$ cat src/rtl/pipe_pkg.sv
// ============================================================================
// Module   : pipe_pkg
// Brief    : Shared defaults, entry type and pointer sizing for the retire buffer.
// Revision : 1.0 - initial release
// ============================================================================
`default_nettype none

package pipe_pkg;

   localparam int c_WIDTH_DEF = 4;

   typedef struct packed {
      logic                   tag;
      logic [c_WIDTH_DEF-1:0] data;
   } entry_t;

   // Index bits plus one wrap bit, so full and empty stay distinguishable.
   function automatic int ptr_w(input int depth);
      return $clog2(depth) + 1;
   endfunction

endpackage

`default_nettype wire

$ cat src/rtl/pipe_retire_mem.sv
// ============================================================================
// Module   : pipe_retire_mem
// Brief    : DEPTH x (WIDTH+1) register array, one write port, async read port.
// Revision : 1.0 - initial release
// ============================================================================
`default_nettype none

module pipe_retire_mem
   import pipe_pkg::*;
#(
   parameter int WIDTH = c_WIDTH_DEF,
   parameter int DEPTH = 4
)(
   input  logic                     clk,
   input  logic                     we,
   input  logic [$clog2(DEPTH)-1:0] waddr,
   input  logic [WIDTH:0]           wdata,
   input  logic [$clog2(DEPTH)-1:0] raddr,
   output logic [WIDTH:0]           rdata
);

   logic [WIDTH:0] r_mem [DEPTH];

   // Storage is deliberately left unreset; validity lives in the pointers.
   always_ff @(posedge clk) begin
      if (we) begin
         r_mem[waddr] <= wdata;
      end
   end

   assign rdata = r_mem[raddr];

endmodule

`default_nettype wire

$ cat src/rtl/pipe_retire_buf.sv
// ============================================================================
// Module   : pipe_retire_buf
// Brief    : In-order retire FIFO behind the stall pipeline, with ghost tag and
//            wrapping retire counter. Optional macro RETIRE_BYPASS_EN enables
//            a zero-latency empty-buffer bypass.
// Revision : 1.0 - initial release
// ============================================================================
`default_nettype none

module pipe_retire_buf
   import pipe_pkg::*;
#(
   parameter int WIDTH = c_WIDTH_DEF,
   parameter int DEPTH = 4,
   parameter int CNT_W = 8
)(
   input  logic                   clk,
   input  logic                   rst_n,
   input  logic                   in_valid,
   input  logic [WIDTH-1:0]       in_data,
   input  logic                   in_tag,
   output logic                   in_ready,
   output logic                   out_valid,
   output logic [WIDTH-1:0]       out_data,
   output logic                   out_tag,
   input  logic                   out_ready,
   output logic [$clog2(DEPTH):0] occupancy,
   output logic [CNT_W-1:0]       retire_cnt,
   output logic                   tag_retired
);

   localparam int c_PW = ptr_w(DEPTH);
   localparam int c_AW = c_PW - 1;

   logic [c_PW-1:0]  r_wr_ptr;
   logic [c_PW-1:0]  r_rd_ptr;
   logic [CNT_W-1:0] r_retire_cnt;
   logic             r_tag_retired;

   logic             w_empty;
   logic             w_full;
   logic             w_push;
   logic             w_pop;
   logic             w_pop_mem;
   logic [WIDTH:0]   w_head;

   assign w_empty = (r_wr_ptr == r_rd_ptr);
   assign w_full  = (r_wr_ptr[c_AW-1:0] == r_rd_ptr[c_AW-1:0]) &&
                    (r_wr_ptr[c_AW] != r_rd_ptr[c_AW]);

   assign in_ready = !w_full;

`ifdef RETIRE_BYPASS_EN
   logic w_bypass;

   // An empty buffer forwards the incoming value; it is only stored if not consumed.
   assign w_bypass  = w_empty & in_valid;
   assign out_valid = !w_empty | in_valid;
   assign out_data  = w_bypass ? in_data : w_head[WIDTH-1:0];
   assign out_tag   = w_bypass ? in_tag  : w_head[WIDTH];
   assign w_push    = in_valid & in_ready & ~(w_empty & out_ready);
`else
   assign out_valid = !w_empty;
   assign out_data  = w_head[WIDTH-1:0];
   assign out_tag   = w_head[WIDTH];
   assign w_push    = in_valid & in_ready;
`endif

   assign w_pop     = out_valid & out_ready;
   assign w_pop_mem = w_pop & !w_empty;

   pipe_retire_mem #(
      .WIDTH (WIDTH),
      .DEPTH (DEPTH)
   ) u_mem (
      .clk   (clk),
      .we    (w_push),
      .waddr (r_wr_ptr[c_AW-1:0]),
      .wdata ({in_tag, in_data}),
      .raddr (r_rd_ptr[c_AW-1:0]),
      .rdata (w_head)
   );

   always_ff @(posedge clk or negedge rst_n) begin
      if (!rst_n) begin
         r_wr_ptr      <= '0;
         r_rd_ptr      <= '0;
         r_retire_cnt  <= '0;
         r_tag_retired <= 1'b0;
      end else begin
         if (w_push) begin
            r_wr_ptr <= r_wr_ptr + c_PW'(1);
         end
         if (w_pop_mem) begin
            r_rd_ptr <= r_rd_ptr + c_PW'(1);
         end
         if (w_pop) begin
            r_retire_cnt <= r_retire_cnt + CNT_W'(1);
            if (out_tag) begin
               r_tag_retired <= 1'b1;
            end
         end
      end
   end

   assign occupancy   = r_wr_ptr - r_rd_ptr;
   assign retire_cnt  = r_retire_cnt;
   assign tag_retired = r_tag_retired;

endmodule

`default_nettype wire

$ cat config.mk
export PLATFORM = sky130hd
export DESIGN_NAME = pipe_retire_buf
export DESIGN_NICKNAME = d
export VERILOG_FILES = /design/src/rtl/pipe_pkg.sv /design/src/rtl/pipe_retire_mem.sv /design/src/rtl/pipe_retire_buf.sv
export SDC_FILE = /design/constraint.sdc
export NUM_CORES = 1
export LEC_CHECK = 0
export BUFFER_PORTS_ARGS = -buffer_cell sky130_fd_sc_hd__buf_4
export CAP_MARGIN = 20
export CORE_UTILIZATION = 40
export DETAILED_ROUTE_END_ITERATION = 6
export GPL_ROUTABILITY_DRIVEN = 0
export HOLD_SLACK_MARGIN = 0.15
export MAX_ROUTING_LAYER = met4
export PLACE_DENSITY_LB_ADDON = 0.15
export SLEW_MARGIN = 20
export SYNTH_ARGS = -nofsm -noshare
export SYNTH_HDL_FRONTEND = slang
export SYNTH_SLANG_ARGS = --single-unit
export TNS_END_PERCENT = 30
$ cat constraint.sdc
create_clock -name clk -period 1.8 [get_ports clk]
set_input_delay 0 -clock clk [delete_from_list [all_inputs] [get_ports clk]]
set_output_delay 0 -clock clk [all_outputs]
set_load 0.005 [all_outputs]
=== After elaboration in Yosys (flattened, before gate mapping) ===
Memory sizes are Yosys's and may differ from the RTL's.
Index checks and enable logic that the tools add are counted.

* $add $sub $neg: 4
* Bitwise gates (word level): 3
* Reduce and logical (&&, ||, !) cells: 4
* Equality and inequality tests: 3
* Muxes and demuxes: 2

{| class="wikitable"
|+ Operators with widths
! cell !! count
|-
| 8-bit by 1-bit adder with 8-bit output (second input constant) || 1
|-
| 3-bit by 1-bit adder with 3-bit output (second input constant) || 2
|-
| 1-bit bitwise AND || 3
|-
| 3-bit equality test || 1
|-
| 3-bit subtractor || 1
|-
| 2-bit equality test || 1
|-
| 1-bit zero test || 2
|-
| 1-bit 2-to-1 mux || 2
|-
| 2-bit AND reduction || 1
|-
| 1-bit logical AND || 1
|-
| 1-bit != test || 1
|}

* RAM bits: 20
* Logic and storage cells: 21
* Input port bits: 9
* Register bits: 15
* Memories kept: 1

{| class="wikitable"
|+ Memories
! name !! words !! width !! rd ports !! clocked after memory_dff !! write ports !! line !! text
|-
| u_mem.r_mem || 4 || 5 || 1 || 0 || 1 || pipe_retire_mem.sv:22 || <nowiki>logic [WIDTH:0] r_mem [DEPTH];</nowiki>
|}

=== Depth between registers and ports, before layout ===
* Depth after elaboration: 6
* Mapped depth: 5
* Mapped depth without buffers: 5

=== Modules after synthesis ===
A second synthesis with hierarchy kept.

* Cell total of the unflattened synthesis: 98
* Area, all modules: 1572.8 µm²

{| class="wikitable"
|+ Modules (own cells, without submodules)
! module !! cells each !! area an instance (µm²) !! sequential area each (µm²) !! times used
|-
| pipe_retire_buf || 68 || 817.0 || 375.4 || 1
|-
| pipe_retire_mem || 30 || 755.7 || 600.6 || 1
|}

=== Worst setup path before layout ===
Ideal clock, no wire load.

* Kind: register to register
* From: register r_rd_ptr[1]
* To: memory u_mem.r_mem[0][0] (netlist name), enable pin
* Setup slack: 61 ps
* Period minus slack after synthesis: 1739 ps
* Arrival time: 1425 ps
* Stages on the path, launching flop included: 5
* Required time: 1485 ps
* Buffers on the path: 0
* Path through: dfrtp_1 > inv_1 > ha_1 > a31oi_2 > and2_1

* Cells in the longest elaborated chain, start to end: 6

{| class="wikitable"
|+ Ends and longest elaborated chain
! element !! line !! text
|-
| start, declared || pipe_retire_buf.sv:36 || <nowiki>logic [c_PW-1:0] r_rd_ptr;</nowiki>
|-
| start signal, assigned || pipe_retire_buf.sv:95 || <nowiki>r_rd_ptr <= r_rd_ptr + c_PW'(1);</nowiki>
|-
| 2-bit equality test || pipe_retire_buf.sv:48 || <nowiki>assign w_full = (r_wr_ptr[c_AW-1:0] == r_rd_ptr[c_AW-1:0]) &&</nowiki>
|-
| 1-bit logical AND || pipe_retire_buf.sv:48 ||
|-
| 1-bit zero test || pipe_retire_buf.sv:51 || <nowiki>assign in_ready = !w_full;</nowiki>
|-
| 1-bit bitwise AND || pipe_retire_buf.sv:66 || <nowiki>assign w_push = in_valid & in_ready;</nowiki>
|-
| 1-bit 2-to-1 mux || pipe_retire_mem.sv:26 || <nowiki>if (we) begin</nowiki>
|-
| 1-bit 2-to-1 mux (not written as such) || pipe_retire_mem.sv:27 || <nowiki>r_mem[waddr] <= wdata;</nowiki>
|-
| end, declared || pipe_retire_mem.sv:22 ||
|}

No other way between the ends.

=== Worst setup path after layout ===
* From: register r_wr_ptr[0]
* To: memory u_mem.r_mem[2][3] (netlist name), enable pin

* Cells in the longest elaborated chain, start to end: 6

{| class="wikitable"
|+ Ends and longest elaborated chain
! element !! line !! text
|-
| start, declared || pipe_retire_buf.sv:35 || <nowiki>logic [c_PW-1:0] r_wr_ptr;</nowiki>
|-
| start signal, assigned || pipe_retire_buf.sv:92 || <nowiki>r_wr_ptr <= r_wr_ptr + c_PW'(1);</nowiki>
|-
| 2-bit equality test || pipe_retire_buf.sv:48 ||
|-
| 1-bit logical AND || pipe_retire_buf.sv:48 ||
|-
| 1-bit zero test || pipe_retire_buf.sv:51 ||
|-
| 1-bit bitwise AND || pipe_retire_buf.sv:66 ||
|-
| 1-bit 2-to-1 mux || pipe_retire_mem.sv:26 ||
|-
| 1-bit 2-to-1 mux (not written as such) || pipe_retire_mem.sv:27 ||
|}

Parallel ways exist; a longest one is shown, timed or not.

==> impl_metrics.prom <==
# TYPE chip_impl_metric gauge
chip_impl_info{name="run_status",value="completed"} 1
chip_impl_metric{name="h-tree-depth",unit=""} 2
chip_impl_metric{name="cts.sinks",unit=""} 35
chip_impl_metric{name="post-cts-setup-buffers",unit=""} 0
chip_impl_metric{name="cp_max_fo",unit=""} 7
chip_impl_metric{name="via_count",unit=""} 918
chip_impl_metric{name="timing.max_cap.violations",unit=""} 0
chip_impl_metric{name="clk-insertion-delay-late",unit="ns"} 0.28
chip_impl_metric{name="post_route_insts_no_fill",unit=""} 192
chip_impl_metric{name="drive_gt1_share",unit="%"} 38.9
chip_impl_metric{name="drtAntennaViolNets",unit=""} 0
chip_impl_metric{name="synth_cell_area",unit="µm²"} 1550
chip_impl_metric{name="place.detailed.instances",unit=""} 175
chip_impl_info{name="netlist.top_cell.by_area",value="edfxtp_1"} 1
chip_impl_metric{name="yosysUniqueCellTypes",unit=""} 22
chip_impl_metric{name="drc",unit=""} 0
chip_impl_metric{name="floorplan.die.width",unit="µm"} 64.2
chip_impl_info{name="critical_path.startpoint_type",value="flop"} 1
chip_impl_metric{name="num_io_pins",unit=""} 28
chip_impl_info{name="layout_common_cells",value="buf_4 (33), edfxtp_1 (20), dfrtp_1 (15)"} 1
chip_impl_metric{name="final_max_slew_viol_count",unit=""} 0
chip_impl_metric{name="fp.coreArea",unit="µm²"} 3690
chip_impl_metric{name="floorplan.die.height",unit="µm"} 64.2
chip_impl_metric{name="seq_area",unit="µm²"} 976
chip_impl_metric{name="drt_first_iter_violations",unit=""} 36
chip_impl_metric{name="nFillCells",unit=""} 320
chip_impl_metric{name="drt-wirelength-per-cell",unit="µm"} 14.6
chip_impl_metric{name="total_routed_length",unit="µm"} 2810
chip_impl_metric{name="power.density_cell_area",unit="nW/µm²"} 1750
chip_impl_info{name="hold_path_class",value="reg2reg"} 1
chip_impl_metric{name="max_freq",unit="MHz"} 594
chip_impl_metric{name="ir_worst_vdd",unit="V"} 0.00110
chip_impl_info{name="synthTopCellsByArea",value="edfxtp_1 (39%), dfrtp_1 (24%), mux4_2 (7.3%), ha_1 (6.5%), xnor2_1 (5.7%)"} 1
chip_impl_metric{name="finClkSkew",unit="ns"} 0.00609
chip_impl_metric{name="port_buffers",unit=""} 27
chip_impl_metric{name="timing.final.hold_violations",unit=""} 0
chip_impl_metric{name="worst_slew_pin_slew",unit="ns"} 0.672
chip_impl_metric{name="netlist_instances",unit=""} 95
chip_impl_info{name="layout.cells.most_common",value="buf_4"} 1
chip_impl_info{name="grt_setup_unrepaired",value="no"} 1
chip_impl_metric{name="grt_util_all_layers",unit="%"} 16.1
chip_impl_metric{name="number_of_global_route_vias_before_repair",unit=""} 964
chip_impl_metric{name="synth_nets",unit=""} 113
chip_impl_info{name="clock-root-buffer",value="clkbuf_8"} 1
chip_impl_metric{name="worstPathRequired",unit="ns"} 1.76
chip_impl_metric{name="grt_antenna_before_repair",unit=""} 0
chip_impl_metric{name="fin_crit_sh",unit="%"} 93.6
chip_impl_metric{name="maxSlewHeadroom",unit="%"} 55.1
chip_impl_metric{name="initial_utilization",unit="%"} 41.9
chip_impl_metric{name="dp_worst_setup_slack",unit="ns"} 0.0402
chip_impl_metric{name="multi_input_area",unit="µm²"} 548
chip_impl_metric{name="leakage_power",unit="nW"} 0.855
chip_impl_metric{name="grt_pass1_wl",unit="µm"} 4630
chip_impl_metric{name="syn_avg_cell_area",unit="µm²"} 16.3
chip_impl_metric{name="fin_nets",unit=""} 161
chip_impl_info{name="tritoncts",value="done"} 1
chip_impl_metric{name="critPathArrivalTime",unit="ns"} 1.65
chip_impl_metric{name="dp.final_hpwl",unit="µm"} 1950
chip_impl_metric{name="area_share_of_the_leading_cell_type_in_the_synthesized_netlist",unit="%"} 38.8
chip_impl_metric{name="antenna_cells_inserted",unit=""} 0
chip_impl_metric{name="grt_max_degree",unit=""} 16
chip_impl_info{name="timing.critical_path.to_type",value="flop"} 1
chip_impl_metric{name="ctsLongestPathBuffers",unit=""} 2
chip_impl_metric{name="globalRoute.totalOverflow",unit=""} 0
chip_impl_metric{name="final-setup-viol-count",unit=""} 0
chip_impl_metric{name="clk_pin_slew_worst_paths",unit="ns"} 0.07
chip_impl_metric{name="avg_vias_per_cell",unit=""} 4.78
chip_impl_metric{name="final.setup.tns",unit="ns"} 0
chip_impl_info{name="setup.worst_path.class",value="reg2reg"} 1
chip_impl_metric{name="dr.pass1.iters",unit=""} 4
chip_impl_metric{name="min_clock_period_post_route",unit="ns"} 1.68
chip_impl_metric{name="fp.dieArea",unit="µm²"} 4120
chip_impl_metric{name="synthToLayoutAreaGrowth",unit="%"} 31.0
chip_impl_metric{name="cts_buffers",unit=""} 5
chip_impl_metric{name="std_cell_rows",unit=""} 22
chip_impl_metric{name="synth-seq-area-share",unit="%"} 63.1
chip_impl_metric{name="setup_slack",unit="ns"} 0.116
chip_impl_metric{name="synth-seq-cells",unit=""} 35
chip_impl_metric{name="yosysWarningCount",unit=""} 0
registers in the layout (all words and copies together) (netlist names):
name,count
r_rd_ptr,3
tag_retired,1
r_wr_ptr,3
u_mem.r_mem,20
retire_cnt,8
power by group:
group	switching (W)	internal, W
combinational	0.000775	0.000969
sequential	0.000164	0.00111
clock	0.000261	0.000265
total	0.00120	0.00234
final timing paths:
kind                                               end  slack [ns]                       from  depth (start not counted)
min                          retire_cnt[7]$_DFFE_PN0P_        0.47  retire_cnt[7]$_DFFE_PN0P_                          1
min reg2reg                  retire_cnt[7]$_DFFE_PN0P_        0.47  retire_cnt[7]$_DFFE_PN0P_                          1
max in group asynchronous      r_wr_ptr[0]$_DFFE_PN0P_        0.54                      rst_n                          3
min in group asynchronous    retire_cnt[0]$_DFFE_PN0P_        0.83                      rst_n                          3
max                        u_mem.r_mem[2][3]$_DFFE_PP_        0.12    r_wr_ptr[0]$_DFFE_PN0P_                          4
max reg2reg                u_mem.r_mem[2][3]$_DFFE_PP_        0.12    r_wr_ptr[0]$_DFFE_PN0P_                          4
cells by family (layout without fill, tap and decap cells):
| logic type | after synthesis | count (layout) | share of synthesized area (%) |
|---|---|---|---|
| compound gates | 4 | 4 | 2.27 |
| xor+xnor | 14 | 14 | 7.93 |
| fa+ha+maj | 9 | 9 | 7.77 |
| buf+inv | 7 | 56 | 2.18 |
| flops | 35 | 35 | 63.1 |
| mux | 7 | 7 | 9.22 |
| simple gates | 19 | 19 | 7.52 |
per-stage QoR:
| stage | power, W | hold WS, ns | area (µm²) | util, % |
|---|---|---|---|---|
| finish | 0.00354 | 0.467 | 2030 | 54.9 |
| global route | 0.00382 | 0.468 | 2030 | 54.9 |
| CTS | 0.00355 | 0.457 | 2010 | 54.6 |
| detailed placement | 0.00297 | -0.134 | 1840 | 50.0 |
| global placement | 0.00296 | -0.133 | 1840 | 50.0 |
| floorplan | 0.00221 | -0.296 | 1550 | - |
area by class of cell:
class / instances / area share (%)
well taps: 48 / 2.96
clock inverters: 2 / 0.432
inverters: 6 / 1.11
multi-input cells: 53 / 27.1
repair buffers: 42 / 16.7
flip-flops and latches: 35 / 48.2
clock buffers: 6 / 3.58
layer usage:
| layer | wire (µm) | global-route usage [%] | vias up | share of wire, % |
|---|---|---|---|---|
| met5 | 0 | - | - | 0 |
| met4 | 47 | 7.50 | 0 | 1.7 |
| met3 | 120 | 5.36 | 5 | 4.3 |
| met2 | 1310 | 22.6 | 22 | 47 |
| met1 | 1330 | 20.9 | 456 | 47 |
| li1 | - | - | 435 | - |
synthesized netlist by cell type:
master,number
edfxtp_1,20
dfrtp_1,15
xnor2_1,10
ha_1,8
inv_1,6
mux4_2,5
nand3_1,5
xor2_1,4
and2_1,3
nand2_1,3
a31o_2,2
and3_1,2
mux2_4,2
nor2_2,2
a31oi_2,1
and2_4,1
buf_6,1
fa_1,1
nand2_4,1
nand3_2,1
nand4_1,1
o21ai_0,1
what timing repair did:
action | 4_1_cts | 5_1_grt
endpoints found under the hold margin | 44 | 0
gates resized for setup | 0 | 3
setup endpoints to repair | 0 | 15
hold buffers | 9 | 0
critical path, cell delays in order (launching register included):
cell and delay, ns:
dfrtp_1 0.38, inv_1 0.07, ha_1 0.37, a31oi_4 0.25, and2_1 0.31
No activity file was read; power rests on OpenSTA's default activity.
